===== config.mk =====
export PLATFORM = sky130hd
export DESIGN_NAME = oam_dma_arbiter_mod
export DESIGN_NICKNAME = d
export VERILOG_FILES = /design/src/rtl/oam_dma_arbiter_mod.sv
export SDC_FILE = /design/constraint.sdc
export NUM_CORES = 1
export LEC_CHECK = 0
export ABC_AREA = 1
export CORE_UTILIZATION = 49
export DETAILED_ROUTE_END_ITERATION = 6
export PLACE_DENSITY = 0.81
export SLEW_MARGIN = 20
export SYNTH_ARGS = -nofsm -noshare
export SYNTH_HDL_FRONTEND = slang
export SYNTH_SLANG_ARGS = --single-unit

===== constraint.sdc =====
create_clock -name clock -period 2.3 [get_ports clock]
set_clock_uncertainty 0.15 [all_clocks]
set_input_delay 0.46 -clock clock [delete_from_list [all_inputs] [get_ports clock]]
set_output_delay 0.46 -clock clock [all_outputs]
set_load 0.005 [all_outputs]

===== src/rtl/oam_dma_arbiter_mod.sv =====
// Single-bus arbiter between CPU data accesses and the OAM DMA engine.
// A CPU write to DMA_REG_ADDR starts a DMA_LEN-byte copy into OAM; only HRAM stays reachable meanwhile.
module oam_dma_arbiter_mod #(
  parameter logic [15:0] DMA_REG_ADDR = 16'hFF46,
  parameter logic [15:0] DEST_BASE    = 16'hFE00,
  parameter int unsigned DMA_LEN      = 160,
  parameter int unsigned START_DELAY  = 1,
  parameter logic [15:0] HRAM_LO      = 16'hFF80,
  parameter logic [15:0] HRAM_HI      = 16'hFFFE
) (
  input  logic        clock,
  input  logic        reset,
  input  logic        cpu_req_i,
  input  logic        cpu_we_i,
  input  logic [15:0] cpu_addr_i,
  input  logic [7:0]  cpu_wdata_i,
  output logic        cpu_ack_o,
  output logic [7:0]  cpu_rdata_o,
  output logic        mem_req_o,
  output logic        mem_we_o,
  output logic [15:0] mem_addr_o,
  output logic [7:0]  mem_wdata_o,
  input  logic [7:0]  mem_rdata_i,
  output logic        dma_active_o
);

  typedef enum logic [1:0] {S_IDLE, S_START, S_READ, S_WRITE} state_t;

  localparam logic [7:0] LAST_IDX   = 8'(DMA_LEN - 1);
  localparam logic [7:0] DELAY_INIT = 8'(START_DELAY - 1);

  state_t     state_q, state_d;
  logic [7:0] page_q, page_d;
  logic [7:0] idx_q, idx_d;
  logic [7:0] delay_q, delay_d;
  logic       fair_q, fair_d;
  logic       rd_sel_q, rd_sel_d;
  logic       rd_valid_q, rd_valid_d;
  logic [7:0] rdata_q;
  logic       block_q;

  logic       blocked;
  logic       cpu_hram;
  logic       cpu_dma_reg;
  logic       cpu_pass;
  logic [7:0] eff_page;

  // Outputs are forced quiet during reset and the cycle that follows it.
  assign blocked      = reset | block_q;
  assign cpu_hram     = (cpu_addr_i >= HRAM_LO) && (cpu_addr_i <= HRAM_HI);
  assign cpu_dma_reg  = (cpu_addr_i == DMA_REG_ADDR);
  assign eff_page     = (page_q >= 8'hE0) ? (page_q - 8'h20) : page_q;
  assign dma_active_o = !blocked && (state_q != S_IDLE);
  assign cpu_rdata_o  = rd_valid_q ? (rd_sel_q ? page_q : mem_rdata_i) : rdata_q;

  always_comb begin
    state_d     = state_q;
    page_d      = page_q;
    idx_d       = idx_q;
    delay_d     = delay_q;
    fair_d      = fair_q;
    rd_sel_d    = rd_sel_q;
    rd_valid_d  = 1'b0;
    cpu_pass    = 1'b0;
    cpu_ack_o   = 1'b0;
    mem_req_o   = 1'b0;
    mem_we_o    = 1'b0;
    mem_addr_o  = 16'h0000;
    mem_wdata_o = 8'h00;

    if (!blocked) begin
      unique case (state_q)
        S_IDLE: begin
          if (cpu_req_i) begin
            cpu_ack_o = 1'b1;
            if (cpu_dma_reg) begin
              if (cpu_we_i) begin
                page_d  = cpu_wdata_i;
                idx_d   = 8'h00;
                delay_d = DELAY_INIT;
                state_d = S_START;
              end else begin
                rd_valid_d = 1'b1;
                rd_sel_d   = 1'b1;
              end
            end else begin
              cpu_pass = 1'b1;
            end
          end
        end
        S_START: begin
          if (delay_q == 8'h00) state_d = S_READ;
          else                  delay_d = delay_q - 8'h01;
        end
        S_READ: begin
          // fair_q forces at least one DMA byte between consecutive CPU grants.
          if (cpu_req_i && cpu_hram && !fair_q) begin
            cpu_ack_o = 1'b1;
            cpu_pass  = 1'b1;
            fair_d    = 1'b1;
          end else begin
            mem_req_o  = 1'b1;
            mem_addr_o = {eff_page, idx_q};
            state_d    = S_WRITE;
          end
        end
        S_WRITE: begin
          mem_req_o   = 1'b1;
          mem_we_o    = 1'b1;
          mem_addr_o  = DEST_BASE + {8'h00, idx_q};
          mem_wdata_o = mem_rdata_i;
          fair_d      = 1'b0;
          if (idx_q == LAST_IDX) begin
            state_d = S_IDLE;
          end else begin
            idx_d   = idx_q + 8'h01;
            state_d = S_READ;
          end
        end
        default: state_d = S_IDLE;
      endcase

      if (cpu_pass) begin
        mem_req_o   = 1'b1;
        mem_we_o    = cpu_we_i;
        mem_addr_o  = cpu_addr_i;
        mem_wdata_o = cpu_wdata_i;
        rd_valid_d  = !cpu_we_i;
        rd_sel_d    = 1'b0;
      end
    end
  end

  always_ff @(posedge clock) begin
    if (reset) begin
      state_q    <= S_IDLE;
      page_q     <= 8'h00;
      idx_q      <= 8'h00;
      delay_q    <= 8'h00;
      fair_q     <= 1'b0;
      rd_sel_q   <= 1'b0;
      rd_valid_q <= 1'b0;
      rdata_q    <= 8'h00;
      block_q    <= 1'b1;
    end else begin
      state_q    <= state_d;
      page_q     <= page_d;
      idx_q      <= idx_d;
      delay_q    <= delay_d;
      fair_q     <= fair_d;
      rd_sel_q   <= rd_sel_d;
      rd_valid_q <= rd_valid_d;
      rdata_q    <= cpu_rdata_o;
      block_q    <= 1'b0;
    end
  end

endmodule


==> results.cfg <==
[setup_path]
r2r_start = idx_q[0]$_SDFFE_PP0P_
cp-startpoint = cpu_addr_i[0]
crit_required_ns = 1.69
crit_fanout = 4
cp_data_arrival_time_ns = 1.87
cp-end-kind = primary output
crit_path_start_kind = primary input
timing_worst_setup_path_type = in2out

[sta]
fin_ws_ns = -0.175
worstMarginPinSlew_ns = 0.390
hold_violations = 0
setup_viol = 24
slew_headroom_pct = 74.0
min_period_over_period_pct = 108
drv_slew = 0
fin_crit_ns = 2.48
fmax_mhz = 404
rsz0062_at_grt = yes
tns_ns = -2.22

[floorplan]
die_y_um = 75.3
ios = 72
rows = 26
floorplan.initialDensity_pct = 51.2
die_x_um = 75.3
die-area_um2 = 5670
core_um2 = 5140

[yosys]
synth_top_cells_by_area = dfxtp_1, nand2_1, inv_1
synth_nets = 480
synth_edf_count = 0
dominantRegCellSynth = dfxtp_1
ys_types = 31
syn_area_um2 = 2630
avgSynthCellArea_um2 = 5.99
synth_top_area_share_pct = 28.9
yosysWarnings = 0
syn-instance-count = 440
synth-seq-cells = 38
synthArstFlopShare_pct = 0
synth_top_area_cell = dfxtp_1
synth.yosys.seq_area_share_pct = 28.9

[routing]
wl_per_cell_um = 17.7
drtPass1Iterations = 6
drtIter0Drc = 510
dr_total_vias = 3801
drc = 0
ant_nets = 0
via_per_inst = 5.80
drt_wl_total_um = 11600

[global_route]
grt.total_usage_pct = 35.2
grt_pass1_wl_um = 15100
grt_pass1_vias = 3340
grt_overflow = 0
grt_max_degree = 25
grt_antenna_before_repair = 0

[clock_network]
cts-buffers-inserted = 5
clock_latency_ns = 0.30
clock_sinks = 38
root_buffer = clkbuf_8
clock_path_buffers = 2
cts_hold_buf = 0
htreeDepth = 2
cts_tree = done
cts.clk_slew.worst_paths_ns = 0.08

[finish]
final_nets = 624
fill_cells = 299
final_cell_mix = nand2_1, inv_1, nor2_1, buf_4, nand3_1
layout_commonest_cell = nand2_1
area_growth_pct = 65.3
antenna_cells = 0
layout-drive-gt1-share_pct = 36.8
finalNonFillerCells = 655
regArea_um2 = 769
multi_input_area_um2 = 1810

[job]
maxCapViolations = 0

[outcome]
status = finished, violations left
failed_checks = negative setup slack

[placement]
dp.cells = 610
port_buffers = 71
place_hpwl_um = 5980
finalWeightedCongestion = 0.875

[power_and_ir_drop]
total_power_w = 0.00165
ir_worst_vdd_mv = 0.412
p_leak_nw = 2.08
pwr_density_cell_nw_per_um2 = 378

[min_path]
hold_start = delay_q[0]$_SDFFE_PP0P_
hold_class = reg2reg
[synth_stat cells, types with 3 or more instances]
cell type / n
nand2_1: 111
inv_1: 65
nor2_1: 62
dfxtp_1: 38
nand3_1: 37
o21ai_0: 26
a21oi_1: 19
o211ai_1: 8
clkbuf_1: 7
nand4_1: 7
o22ai_1: 7
inv_2: 6
nand2_2: 6
nor2_2: 6
ha_1: 4
nand3_2: 4
o21ai_1: 3
[metrics by stage]
| stage | utilization, % | setup slack [ns] | instance area (µm²) | hold slack [ns] |
|---|---|---|---|---|
| floorplan | - | 0.331 | 2630 | 0.281 |
| global placement | 72.0 | -0.768 | 3700 | 0.314 |
| detailed placement | 72.0 | -0.811 | 3700 | 0.315 |
| CTS | 80.8 | -0.106 | 4150 | 0.325 |
| global route | 84.7 | -0.283 | 4350 | 0.374 |
| finish | 84.7 | -0.175 | 4350 | 0.331 |
[cell type report]
cell class | instances | share of cell area, %
clock buffers | 5 | 1.58
clock inverters | 3 | 1.58
inverters | 72 | 6.29
multi-input cells | 317 | 41.6
flip-flops and latches | 38 | 17.7
well taps | 70 | 2.01
repair buffers | 149 | 29.1
repair inverters | 1 | 0.172
[critical path: stages]
cell and delay [ns]:
buf_2 0.13, nor2_2 0.14, nand2_2 0.10, nor2_4 0.15, nand2_2 0.10, nand2_4 0.10, nand2_4 0.07, nand2_4 0.10
clkinvlp_4 0.13, buf_6 0.15, nand2_2 0.06, nand2_1 0.05, buf_2 0.12
[power by group]
| part | switching, W | internal (W) |
|---|---|---|
| sequential | 0.00000325 | 0.000659 |
| clock | 0.000277 | 0.000435 |
| combinational | 0.000136 | 0.000136 |
| total | 0.000416 | 0.00123 |
[state kept, by name, indices dropped and copies added (netlist names)]
name / count
state_q: 2
fair_q: 1
block_q: 1
rd_sel_q: 1
idx_q: 8
page_q: 8
rdata_q: 8
rd_valid_q: 1
delay_q: 8
[final timing paths]
path / end / cells after the start / slack, ns
worst max-delay path: mem_addr_o[9] / 13 / -0.18
worst max register to register: idx_q[1]$_SDFFE_PP0P_ / 10 / 0.23
worst min-delay path: delay_q[0]$_SDFFE_PP0P_ / 2 / 0.33
worst min register to register: delay_q[0]$_SDFFE_PP0P_ / 2 / 0.33
[cells by family after synthesis]
logic type,synth area share [%]
and+or+nand+nor,40.9
buffers and inverters,13.1
AOI/OAI and AO/OA,14.0
DFF,28.9
xor gates and xnor gates,1.33
adders and majority gates,1.90
[what timing repair did]
action                                  4_1_cts  5_1_grt
setup buffers                                32        5
gates resized for setup                     228       70
endpoints found under the setup margin       36       34
gates cloned                                  1        0
pin swaps                                    32       24
[routing by layer]
| layer | vias up | routed length (µm) | share of wire [%] | global-route usage (%) |
|---|---|---|---|---|
| met5 | - | 0 | 0 | 0 |
| met4 | 0 | 703 | 6.1 | 15.2 |
| met3 | 107 | 1230 | 11 | 7.54 |
| met2 | 307 | 5470 | 47 | 62.0 |
| met1 | 1708 | 4210 | 36 | 41.1 |
| li1 | 1679 | - | - | - |
(Power assumes the default switching activity.)
